<file path="src/rtl/mult_div_unit_if.sv">
// rtl/mult_div_unit_if.sv - request/result bundle between the datapath and the HI/LO mult/div unit
interface mult_div_unit_if #(parameter int WIDTH = 32);
    logic             Start;
    logic [1:0]       Op;
    logic [WIDTH-1:0] Operand_A;
    logic [WIDTH-1:0] Operand_B;
    logic             Write_Hi;
    logic             Write_Lo;
    logic [WIDTH-1:0] Write_Data;
    logic             Read_Hi_Lo;
    logic [WIDTH-1:0] Hi;
    logic [WIDTH-1:0] Lo;
    logic             Busy;
    logic             Done;
    logic             Stall;

    modport master (
        output Start, Op, Operand_A, Operand_B, Write_Hi, Write_Lo, Write_Data, Read_Hi_Lo,
        input  Hi, Lo, Busy, Done, Stall
    );

    modport slave (
        input  Start, Op, Operand_A, Operand_B, Write_Hi, Write_Lo, Write_Data, Read_Hi_Lo,
        output Hi, Lo, Busy, Done, Stall
    );
endinterface

</file>
<file path="src/rtl/mult_div_unit.sv">
// rtl/mult_div_unit.sv - iterative radix-2 MULT/MULTU/DIV/DIVU unit holding the HI/LO registers
module mult_div_unit #(
    parameter int WIDTH = 32
) (
    input logic           Clock,
    input logic           Reset,
    mult_div_unit_if.slave bus
);
    localparam int CW = (WIDTH > 1) ? $clog2(WIDTH) : 1;
    localparam logic [CW-1:0] LAST = CW'(WIDTH - 1);

    typedef enum logic [1:0] {IDLE, RUN, FIX} state_t;
    state_t state, state_next;

    logic [CW-1:0]    counter;
    logic [1:0]       op_q;
    logic             sign_a, sign_b;
    logic [WIDTH-1:0] a_raw, wa, wb, mq;
    logic [WIDTH:0]   acc;
    logic [WIDTH-1:0] hi_q, lo_q;
    logic             done_q;
    logic             busy;

    logic             is_div, is_signed, flip;
    logic             a_neg, b_neg;
    logic [WIDTH-1:0] mag_a, mag_b;
    logic [WIDTH:0]   mul_sum;
    logic [WIDTH:0]   div_shift;
    logic [WIDTH+1:0] div_diff;
    logic [2*WIDTH-1:0] prod, prod_fix;
    logic [WIDTH-1:0] res_hi, res_lo;

    assign is_div    = op_q[1];
    assign is_signed = ~op_q[0];
    assign flip      = is_signed & (sign_a ^ sign_b);

    assign a_neg = ~bus.Op[0] & bus.Operand_A[WIDTH-1];
    assign b_neg = ~bus.Op[0] & bus.Operand_B[WIDTH-1];
    assign mag_a = a_neg ? (~bus.Operand_A + 1'b1) : bus.Operand_A;
    assign mag_b = b_neg ? (~bus.Operand_B + 1'b1) : bus.Operand_B;

    // Multiply keeps the multiplier in mq; divide keeps the dividend there and shifts quotient bits in.
    assign mul_sum   = {1'b0, acc[WIDTH-1:0]} + (mq[0] ? {1'b0, wa} : '0);
    assign div_shift = {acc[WIDTH-1:0], mq[WIDTH-1]};
    assign div_diff  = {1'b0, div_shift} - {2'b0, wb};

    assign prod     = {acc[WIDTH-1:0], mq};
    assign prod_fix = flip ? (~prod + 1'b1) : prod;

    always_comb begin
        res_hi = prod_fix[2*WIDTH-1:WIDTH];
        res_lo = prod_fix[WIDTH-1:0];
        if (is_div) begin
            if (wb == '0) begin
                res_hi = a_raw;
                res_lo = '1;
            end else begin
                res_lo = flip ? (~mq + 1'b1) : mq;
                res_hi = (is_signed & sign_a) ? (~acc[WIDTH-1:0] + 1'b1) : acc[WIDTH-1:0];
            end
        end
    end

    always_ff @(posedge Clock) begin
        if (Reset) state <= IDLE;
        else       state <= state_next;
    end

    always_comb begin
        state_next = state;
        case (state)
            IDLE:    if (bus.Start) state_next = RUN;
            RUN:     if (counter == LAST) state_next = FIX;
            FIX:     state_next = IDLE;
            default: state_next = IDLE;
        endcase
    end

    always_comb begin
        busy      = (state != IDLE);
        bus.Busy  = busy;
        bus.Stall = busy & (bus.Start | bus.Read_Hi_Lo | bus.Write_Hi | bus.Write_Lo);
    end

    assign bus.Hi   = hi_q;
    assign bus.Lo   = lo_q;
    assign bus.Done = done_q;

    always_ff @(posedge Clock) begin
        if (Reset) begin
            counter <= '0;
            op_q    <= '0;
            sign_a  <= 1'b0;
            sign_b  <= 1'b0;
            a_raw   <= '0;
            wa      <= '0;
            wb      <= '0;
            mq      <= '0;
            acc     <= '0;
            hi_q    <= '0;
            lo_q    <= '0;
            done_q  <= 1'b0;
        end else begin
            done_q <= 1'b0;
            case (state)
                IDLE: begin
                    if (bus.Start) begin
                        op_q    <= bus.Op;
                        sign_a  <= bus.Operand_A[WIDTH-1];
                        sign_b  <= bus.Operand_B[WIDTH-1];
                        a_raw   <= bus.Operand_A;
                        wa      <= mag_a;
                        wb      <= mag_b;
                        mq      <= bus.Op[1] ? mag_a : mag_b;
                        acc     <= '0;
                        counter <= '0;
                    end else begin
                        if (bus.Write_Hi) hi_q <= bus.Write_Data;
                        if (bus.Write_Lo) lo_q <= bus.Write_Data;
                    end
                end
                RUN: begin
                    counter <= counter + 1'b1;
                    if (!is_div) begin
                        acc <= {1'b0, mul_sum[WIDTH:1]};
                        mq  <= {mul_sum[0], mq[WIDTH-1:1]};
                    end else if (div_diff[WIDTH+1]) begin
                        acc <= div_shift;
                        mq  <= {mq[WIDTH-2:0], 1'b0};
                    end else begin
                        acc <= div_diff[WIDTH:0];
                        mq  <= {mq[WIDTH-2:0], 1'b1};
                    end
                end
                FIX: begin
                    hi_q   <= res_hi;
                    lo_q   <= res_lo;
                    done_q <= 1'b1;
                end
                default: ;
            endcase
        end
    end
endmodule

</file>
<file path="src/flat_wrapper.sv">
// flat-port wrapper written by rule: the top's interface ports become plain ports
module mult_div_unit_flat 
#(
    parameter int WIDTH = 32
)
  (Clock, Reset, bus_Start, bus_Op, bus_Operand_A, bus_Operand_B, bus_Write_Hi, bus_Write_Lo, bus_Write_Data, bus_Read_Hi_Lo, bus_Hi, bus_Lo, bus_Busy, bus_Done, bus_Stall);
  mult_div_unit_if #(.WIDTH(WIDTH)) bus_i ();
  input logic Clock;
  input logic Reset;
  input wire logic [$bits(bus_i.Start)-1:0] bus_Start;
  input wire logic [$bits(bus_i.Op)-1:0] bus_Op;
  input wire logic [$bits(bus_i.Operand_A)-1:0] bus_Operand_A;
  input wire logic [$bits(bus_i.Operand_B)-1:0] bus_Operand_B;
  input wire logic [$bits(bus_i.Write_Hi)-1:0] bus_Write_Hi;
  input wire logic [$bits(bus_i.Write_Lo)-1:0] bus_Write_Lo;
  input wire logic [$bits(bus_i.Write_Data)-1:0] bus_Write_Data;
  input wire logic [$bits(bus_i.Read_Hi_Lo)-1:0] bus_Read_Hi_Lo;
  output wire logic [$bits(bus_i.Hi)-1:0] bus_Hi;
  output wire logic [$bits(bus_i.Lo)-1:0] bus_Lo;
  output wire logic [$bits(bus_i.Busy)-1:0] bus_Busy;
  output wire logic [$bits(bus_i.Done)-1:0] bus_Done;
  output wire logic [$bits(bus_i.Stall)-1:0] bus_Stall;
  assign bus_i.Start = bus_Start;
  assign bus_i.Op = bus_Op;
  assign bus_i.Operand_A = bus_Operand_A;
  assign bus_i.Operand_B = bus_Operand_B;
  assign bus_i.Write_Hi = bus_Write_Hi;
  assign bus_i.Write_Lo = bus_Write_Lo;
  assign bus_i.Write_Data = bus_Write_Data;
  assign bus_i.Read_Hi_Lo = bus_Read_Hi_Lo;
  assign bus_Hi = bus_i.Hi;
  assign bus_Lo = bus_i.Lo;
  assign bus_Busy = bus_i.Busy;
  assign bus_Done = bus_i.Done;
  assign bus_Stall = bus_i.Stall;
  mult_div_unit #(.WIDTH(WIDTH)) u_core (.Clock(Clock), .Reset(Reset), .bus(bus_i));
endmodule
</file>
<file path="config.mk">
export PLATFORM = sky130hd
export DESIGN_NAME = mult_div_unit_flat
export DESIGN_NICKNAME = d
export VERILOG_FILES = /design/src/rtl/mult_div_unit_if.sv /design/src/rtl/mult_div_unit.sv /design/src/flat_wrapper.sv
export SDC_FILE = /design/constraint.sdc
export NUM_CORES = 1
export LEC_CHECK = 0
export CORE_UTILIZATION = 60
export CTS_CLUSTER_DIAMETER = 80
export DETAILED_ROUTE_END_ITERATION = 8
export HOLD_SLACK_MARGIN = 0.12
export PLACE_DENSITY = 0.81
export SKIP_CTS_REPAIR_TIMING = 1
export SLEW_MARGIN = 25
export SYNTH_ARGS = -nofsm -noshare
export SYNTH_HDL_FRONTEND = slang
export SYNTH_SLANG_ARGS = --single-unit
</file>
<file path="constraint.sdc">
create_clock -name Clock -period 6.23 [get_ports Clock]
set_input_delay 0.623 -clock Clock [delete_from_list [all_inputs] [get_ports Clock]]
set_output_delay 0.623 -clock Clock [all_outputs]
set_load 0.01 [all_outputs]
</file>
# Yosys cells after proc, flatten, opt, wreduce, memory -nomap -nowiden
# Index checks and enable logic that the tools add are counted.
# op_classes
addsub,8
multipliers,0
n_div,0
order_cmp,0
eq_ne,8
shift,0
muxes,31
n_bitwise,16
n_reduce_logical,10
# op_table
operator,count
32-bit 2-to-1 mux,19
32-bit case mux with 2 select lines,4
32-bit by 1-bit adder with 32-bit output (second input constant),4
32-bit inverter,4
64-bit by 1-bit adder with 64-bit output (second input constant),1
64-bit 2-to-1 mux,1
64-bit inverter,1
33-bit by 32-bit subtractor with 34-bit output,1
32-bit by 32-bit adder with 33-bit output,1
32-bit logical NOT,1
5-bit case mux with 2 select lines,1
2-bit inequality test (second input constant),4
2-bit AND reduction,3
3-bit AND reduction,2
2-bit nonzero test,3
5-bit by 1-bit adder with 5-bit output (second input constant),1
1-bit AND,5
5-bit equality test (second input constant),1
5-bit 2-to-1 mux,1
2-bit 2-to-1 mux,2
2-bit case mux with 2 select lines,1
1-bit OR,3
2-bit by 1-bit equality test with 1-bit output (second input constant),1
2-bit equality test (second input constant),1
other kinds (5),7
# totals
ff_bits,236
latch_bits,0
mem_bits_rw,0
rom_bits,0
out_inout_bits,67
word_cells,86
memories,0

# Longest topological paths before layout
# Gate-level depths: netlist of the first run.
# logic_depth
word_depth,6
mapped_depth,15
ltp_nobuf,13

# Worst setup path after synthesis of the first run
# OpenSTA, ideal clock, no wires.
# synth_timing
path_kind,reg-to-reg
startpoint,reg u_core.mq[0]
endpoint,reg u_core.acc[27]
setup_ps,86
arrival_time_ps,3297
slack_ps,2848
path_stages_with_launch,16
n_path_buf,2
period_less_slack_ps,3382
path_cell_list,dfxtp_1 > clkbuf_1 > clkbuf_1 > and2_1 > ha_1 > inv_1 > fa_1 > nand2b_1 > a21oi_1 > o211ai_1 > a2111oi_0 > o31ai_1 > mux2i_1 > nor2_1 > o21ai_0 > a211oi_1
# synth_via
elab_chain_cells,4
# synth_rtl
item,line_no,source
start: declaration,mult_div_unit.sv:18,"logic [WIDTH-1:0] a_raw, wa, wb, mq;"
start signal: assignment,mult_div_unit.sv:114,mq <= bus.Op[1] ? mag_a : mag_b;
start signal: assignment,mult_div_unit.sv:126,"mq <= {mul_sum[0], mq[WIDTH-1:1]};"
start signal: assignment,mult_div_unit.sv:129,"mq <= {mq[WIDTH-2:0], 1'b0};"
32-bit 2-to-1 mux,mult_div_unit.sv:43,"assign mul_sum = {1'b0, acc[WIDTH-1:0]} + (mq[0] ? {1'b0, wa} : '0);"
32-bit by 32-bit adder with 33-bit output,mult_div_unit.sv:43,
32-bit 2-to-1 mux,mult_div_unit.sv:124,if (!is_div) begin
32-bit case mux with 2 select lines,mult_div_unit.sv:105,case (state)
end signal: assignment,mult_div_unit.sv:125,"acc <= {1'b0, mul_sum[WIDTH:1]};"
end signal: assignment,mult_div_unit.sv:128,acc <= div_shift;
end signal: assignment,mult_div_unit.sv:131,acc <= div_diff[WIDTH:0];
end: declaration,mult_div_unit.sv:19,logic [WIDTH:0] acc;
# Every way passes these cells.
# A chain may end at the register's enable or synchronous reset.

# Worst setup path in the final report of the first run
# layout_timing
startpoint,reg u_core.acc[5]
endpoint,reg u_core.acc[27]
# layout_via
elab_chain_cells,4
# layout_rtl
item,line_no,source
33-bit by 32-bit subtractor with 34-bit output,mult_div_unit.sv:45,"assign div_diff = {1'b0, div_shift} - {2'b0, wb};"
32-bit 2-to-1 mux,mult_div_unit.sv:127,end else if (div_diff[WIDTH+1]) begin
32-bit 2-to-1 mux (*),mult_div_unit.sv:124,
32-bit case mux with 2 select lines (*),mult_div_unit.sv:105,
# Every way passes the cells marked *; elsewhere a longest branch is shown, timed or not.

==> metrics.cfg, run 1 <==
[floorplanning]
start_util_pct = 60.99
num_rows = 62
die_x_um = 172.8
dieArea_um2 = 29860
chipHeight_um = 172.8
ioPinCount = 171
core_um2 = 28700

[layout]
layout-drive-gt1-share_pct = 4.740
post-route-util_pct = 70.26
area_delta_synth_final_pct = 15.20
fin_nets = 2602

[routing]
vias = 19410
wl_per_cell_um = 24.15
viasPerCell = 6.849
drt-total-wl_um = 68440
drt_iter0_markers = 2713
dr.pass1.iters = 6
antenna_left = 0
drc = 0

[placed_design]
preCtsSetupSlack_ps = 1919
hpwl_um = 51700
portBuffers = 170
gp_congestion = 1.051

[sta]
hold_violations = 0
timing.hold.ws_ps = 442.6
slew_violations = 0
fin_ws_ps = 2168
finalCritPeriodShare_pct = 65.20
slew_headroom_pct = 25.72
fmax_ghz = 0.2462
finalSetupViolCount = 0
clock_skew_ps = 15.62
worstMarginPinSlew_ps = 1104
min_period_ps = 4062
setup_tns_ps = 0
rsz0062_at_grt = no

[grt]
globalRouteOverflowTotal = 0
grt_start_max_net_pins = 115
grt_pass1_vias = 17340
grt_pass1_wl_um = 100900
antenna_found_initial = 5
track_usage_pct = 43.48

[clock_network]
cts.sinks = 234
h-tree-depth = 1
tritoncts = yes
clk_latency_ps = 580
root_buffer = clkbuf_16
cts_inserted_buffers = 27
clkTransAtPathRegs_ps = 70
clock_path_buffers = 3

[synthesis]
synth_edf_count = 0
syn_area_um2 = 17510
synth_warnings = 0
synth_top_area_share_pct = 26.76
synth_cells = 2388
synth_seq_area_share_pct = 26.76
syn_nets = 2564
async_flop_share_pct = 0
ys.flop_type = dfxtp_1
synth_top_area_cell = dfxtp_1
syn_avg_cell_area_um2 = 7.331
ys_ff_latch = 234
synth.distinct_cells = 79
yosys-top-cells-area = dfxtp_1 (27%), a21oi_1 (7.4%), nor2_1 (5.5%), nand2_1 (5.4%), xnor2_1 (5.4%)

[worst_setup_path]
path_class = reg -> reg
cp_num_buf_inv = 0
r2r-end = u_core.acc[27]$_SDFFE_PP0P_
r2r_slack_ps = 2170
rr_worst_depth = 9
cpMaxStageDelayCell = dfxtp_1
endpoint_kind = flop
r2r_start = u_core.acc[5]$_SDFFE_PP0P_
crit_fanout = 20
cp_data_arrival_time_ps = 4540
worst-endpoint-required_ps = 6710
worstSetupStartpointType = flop
cp_slowest_stage_delay_ps = 610
crit_family = compound AO/OA/AOI/OAI gates
path_cells = ha_1 -> a2111o_1 -> o21ai_0 -> a211oi_1 -> o211ai_1 -> nand2_1 -> a41oi_1 -> o21ai_0 -> a211oi_1

[pwr]
ir_drop_uv = 222.8
powerDensity_nw_per_um2 = 228.7
cellLeakagePower_nw = 7.850
totalPowerFinal_mw = 4.611

[worst_hold_path]
holdPathEnd = u_core.bus.Hi[6]$_SDFFE_PP0P_
hold_depth = 2
min_path_type = reg -> reg
hp-start = u_core.bus.Hi[6]$_SDFFE_PP0P_

[status]
status = completed

[flow_run]
maxCapViolations = 0

[state kept, by name, summed over array words and instances (netlist names), 2 cells and up]
register        count
u_core.bus.Hi      32
u_core.mq          32
u_core.bus.Lo      32
u_core.counter      5
u_core.wa          32
u_core.acc         32
u_core.wb          32
u_core.a_raw       31
u_core.op_q         2
u_core.state        2
[cell usage after synthesis (all sizes together), types with 26 or more instances]
cell type  instances
nor2             257
o21ai            136
a21o              33
nand2            252
nor4              32
nor3              69
and2              40
mux2i             59
a21oi            258
ha                70
o221ai            40
o211ai            27
a31oi             26
a211oi           107
inv               79
dfxtp            234
clkbuf           161
xor2              73
xnor2            107
[cells by family after synthesis]
| family | synth area share [%] |
|---|---|
| and+or+nand+nor | 21.40 |
| AOI/OAI and AO/OA | 28.13 |
| buffers and inverters | 5.711 |
| DFF | 26.76 |
| xor gates and xnor gates | 9.006 |
| adders and majority gates | 5.232 |
| muxes | 3.760 |
[per-layer routing]
metal,track usage [%],vias up,wire length (um)
met2,66.60,1296,28950
li1,-,8721,-
met1,57.97,9098,26720
met4,21.46,4,4358
met3,9.235,292,8386
met5,0,-,27
[worst reg2reg max path: cells and delay by family, from the launching register on]
kind / cells / cell delay [ps]
AOI/OAI and AO/OA: 7 / 2350
DFF: 1 / 610
and+or+nand+nor: 1 / 610
adders and majority gates: 1 / 380
[worst max path at each step]
stage / start / endpoint / slack [ps] / cells after the start
floorplan: u_core.mq[0]$_SDFFE_PP0P_ / u_core.acc[27]$_SDFFE_PP0P_ / 2850 / 15
global placement: bus_Operand_B[0] / u_core.mq[26]$_SDFFE_PP0P_ / 2170 / 12
detailed placement: bus_Operand_B[0] / u_core.mq[20]$_SDFFE_PP0P_ / 1920 / 12
CTS: u_core.acc[5]$_SDFFE_PP0P_ / u_core.acc[27]$_SDFFE_PP0P_ / 2370 / 9
global route: u_core.acc[5]$_SDFFE_PP0P_ / u_core.acc[27]$_SDFFE_PP0P_ / 1870 / 9
finish: u_core.acc[5]$_SDFFE_PP0P_ / u_core.acc[27]$_SDFFE_PP0P_ / 2170 / 9
[cell type report]
class / count / area (um^2)
antenna: 3 / 7.507
fill: 2451 / 8536
clock buffer: 37 / 793.3
multi-input combinational: 1892 / 11870
timing repair buffer: 192 / 1888
sequential: 234 / 4688
inverter: 79 / 296.5
clock inverter: 13 / 143.9
tap: 384 / 480.5
[report_power, final]
part	internal (mW)	switching (mW)	total, mW
sequential	1.59	0.133	1.72
combinational	0.457	0.743	1.20
clock	0.979	0.709	1.69
[layout by cell type (no fill, tap or decap), drive strengths merged, types with 8 or more instances in the layout]
master and instances:
ha 70, o221ai 40, clkbuf 37, nor4 32, o21ai 136, a21oi 258
nand2 252, xnor2 107, dfxtp 234, nor2b 14, nor3 69, o211ai 27
o22ai 18, xor2 73, nand2b 21, o31ai 17, nor2 257, nand3 25
or2 13, or4 12, a22oi 17, buf 23, and2 40, mux2i 59
clkdlybuf4s50 169, nand4 20, a21o 33, and3 12, o21bai 9, a31oi 26
o21a 8, a211oi 107, inv 81, or3 18
[stage by stage]
stage / instances / cell area, um^2
floorplan: 2388 / 17510
global placement: 2780 / 19180
detailed placement: 2780 / 19180
CTS: 2830 / 20120
global route: 2832 / 20160
finish: 2834 / 20170
(Power assumes the default switching activity.)
==> run 2, diff against run 1 <==
--- a/config.mk
+++ b/config.mk
@@ -5,11 +5,11 @@
 export SDC_FILE = /design/constraint.sdc
 export NUM_CORES = 1
 export LEC_CHECK = 0
-export CORE_UTILIZATION = 60
+export CORE_UTILIZATION = 53
 export CTS_CLUSTER_DIAMETER = 80
 export DETAILED_ROUTE_END_ITERATION = 8
 export HOLD_SLACK_MARGIN = 0.12
-export PLACE_DENSITY = 0.81
+export PLACE_DENSITY = 0.76
 export SKIP_CTS_REPAIR_TIMING = 1
 export SLEW_MARGIN = 25
 export SYNTH_ARGS = -nofsm -noshare
==> constraint.sdc (replaced) <==
create_clock -name Clock -period 3.66 [get_ports Clock]
set_input_delay 0.366 -clock Clock [delete_from_list [all_inputs] [get_ports Clock]]
set_output_delay 0.366 -clock Clock [all_outputs]
set_load 0.01 [all_outputs]
==> run 2 against run 1 <==
Against the previous run:
- register-to-register slack worse by 1900 ps
- sequential cell count stayed put
- sequential share of layout area is 1.0 points lower
- hold slack worse by 270 ps
- die area is 13% higher
- combinational power is 86% higher
- clock skew is 4.4 ps lower
- design area is 4.5% higher
- first-iteration DRC count is 11% lower
- utilization is 5.5 points lower
- cell count is 5.6% higher
- critical path type unchanged
- critical endpoint is now u_core.acc[18]$_SDFFE_PP0P_
==> metrics.cfg, run 2 (synthesis gave the netlist of run 1 again) <==
[clock_network]
root_buffer = clkbuf_16  ; unchanged
h-tree-depth = 1  ; unchanged
clkTransAtPathRegs_ps = 60  ; was 70 ps
tritoncts = yes  ; unchanged
cts_inserted_buffers = 28  ; was 27
clk_latency_ps = 580  ; about the same
cts.sinks = 234  ; unchanged
clock_path_buffers = 3  ; unchanged

[worst_setup_path]
worstSetupStartpointType = flop  ; unchanged
cp_data_arrival_time_ps = 3860  ; was 4540 ps
endpoint_kind = flop  ; unchanged
crit_fanout = 14  ; was 20
path_class = reg -> reg  ; unchanged
worst-endpoint-required_ps = 4100  ; was 6710 ps

[floorplanning]
num_rows = 66  ; was 62
chipHeight_um = 183.7  ; was 172.8 um
die_x_um = 183.7  ; was 172.8 um
dieArea_um2 = 33760  ; was 29860 um^2
start_util_pct = 53.80  ; was 60.99%
ioPinCount = 171  ; unchanged
core_um2 = 32540  ; was 28700 um^2

[routing]
dr.pass1.iters = 6  ; unchanged
drt_iter0_markers = 2408  ; was 2713
wl_per_cell_um = 24.78  ; was 24.15 um
drt-total-wl_um = 74190  ; was 68440 um
antenna_left = 0  ; unchanged
drc = 0  ; unchanged
viasPerCell = 6.600  ; was 6.849
vias = 19760  ; was 19410

[layout]
regArea_um2 = 4688  ; unchanged
fill_cells = 2999  ; was 2451
multiInputGateArea_um2 = 11870  ; about the same
area_delta_synth_final_pct = 20.38  ; was 15.20%
final_cell_mix = a21oi_1 (258), nor2_1 (252), nand2_1 (251)  ; was a21oi_1 (258), nand2_1 (251), nor2_1 (251)
fin_nets = 2705  ; was 2602
fin_cells = 2994  ; was 2834
final_common_cell = a21oi_1  ; unchanged
layout-drive-gt1-share_pct = 8.546  ; was 4.740%

[worst_hold_path]
min_path_type = in -> reg  ; was reg -> reg

[sta]
finalSetupViolCount = 0  ; unchanged
hold_violations = 0  ; unchanged
slew_headroom_pct = 33.17  ; was 25.72%
setup_tns_ps = 0  ; unchanged
fmax_ghz = 0.2925  ; was 0.2462 GHz
rsz0062_at_grt = no  ; unchanged
worstMarginPinSlew_ps = 1000  ; was 1104 ps
slew_violations = 0  ; unchanged
finalCritPeriodShare_pct = 93.40  ; was 65.20%
clock_skew_ps = 11.19  ; was 15.62 ps
min_period_ps = 3418  ; was 4062 ps

[pwr]
powerDensity_nw_per_um2 = 384.8  ; was 228.7 nW/um^2
ir_drop_uv = 386.9  ; was 222.8 uV
totalPowerFinal_mw = 8.109  ; was 4.611 mW
p_sw_mw = 2.764  ; was 1.586 mW
p_seq_share_pct = 35.5  ; was 37.4%
pwr-share-clk_pct = 37.0  ; was 36.6%
p_comb_share_pct = 27.5  ; was 26.0%
p_int_mw = 5.344  ; was 3.025 mW
cellLeakagePower_nw = 8.398  ; was 7.850 nW
swShare_pct = 34.09  ; was 34.39%

[status]
status = completed  ; unchanged

[placed_design]
hpwl_um = 57480  ; was 51700 um
gp_congestion = 1.051  ; about the same
placed_cells = 2941  ; was 2780
portBuffers = 170  ; unchanged

[grt]
globalRouteOverflowTotal = 0  ; unchanged
grt_pass1_wl_um = 109300  ; was 100900 um
track_usage_pct = 43.04  ; was 43.48%
grt_start_max_net_pins = 86  ; was 115
grt_pass1_vias = 18170  ; was 17340
antenna_found_initial = 5  ; unchanged

[flow_run]
maxCapViolations = 0  ; unchanged

run 2: routing by layer:
metal / global-route usage [%] / routed length (um)
met3: 9.370 / 8546
met2: 65.73 / 31870
met1: 56.46 / 29420
met4: 22.53 / 4232
met5: 2.222 / 115
run 2: stage by stage:
| step | hold WS (ps) | cell area (um^2) | setup WS, ps | util (%) |
|---|---|---|---|---|
| 2_1_floorplan | 431.7 | 17510 | 277.5 | - |
| 6_report | 176.8 | 21070 | 241.6 | 64.77 |
| 3_3_place_gp | 431.4 | 20080 | 361.1 | 61.71 |
| 4_1_cts | 164.6 | 21070 | 168.1 | 64.74 |
| 5_1_grt | 172.0 | 21070 | 52.13 | 64.76 |
| 3_5_place_dp | 441.0 | 20080 | 186.0 | 61.72 |
run 2: worst paths after layout:
| path | cells past startpoint | startpoint | to | slack [ps] |
|---|---|---|---|---|
| worst max-delay path | 12 | u_core.wb[11]$_SDFFE_PP0P_ | u_core.acc[18]$_SDFFE_PP0P_ | 240 |
| worst min-delay path | 2 | Reset | u_core.a_raw[6]$_SDFFE_PP0P_ | 180 |
| worst max register to register | 12 | u_core.wb[11]$_SDFFE_PP0P_ | u_core.acc[18]$_SDFFE_PP0P_ | 240 |
| worst min register to register | 2 | u_core.bus.Hi[6]$_SDFFE_PP0P_ | u_core.bus.Hi[6]$_SDFFE_PP0P_ | 440 |
run 2: power by group through the flow:
stage          Clock [mW]  Sequential, mW  Combinational, mW
2_1_floorplan           0            2.86               1.32
3_3_place_gp            0            2.91               2.12
3_5_place_dp            0            2.92               2.14
4_1_cts              3.00            2.86               2.15
5_1_grt              3.12            2.88               2.37
6_report             3.00            2.88               2.23
run 2: worst max-delay path, cell delays in order, from the launching register on:
cell and delay [ps]:
dfxtp_1 380, inv_1 110, ha_1 420, nand4_1 250, a211oi_1 240, o21ai_0 280
a211oi_1 440, o211ai_1 160, nand2_1 220, buf_12 200, mux2_2 360, mux2i_1 120
o21ai_0 90
run 2: area by class of cell:
| class | count | area share [%] |
|---|---|---|
| flip-flops and latches | 234 | 22.25 |
| well taps | 442 | 2.624 |
| repair buffers | 294 | 12.74 |
| inverters | 79 | 1.407 |
| multi-input cells | 1892 | 56.30 |
| diodes | 1 | 0.01187 |
| clock buffers | 39 | 3.901 |
| clock inverters | 13 | 0.7718 |
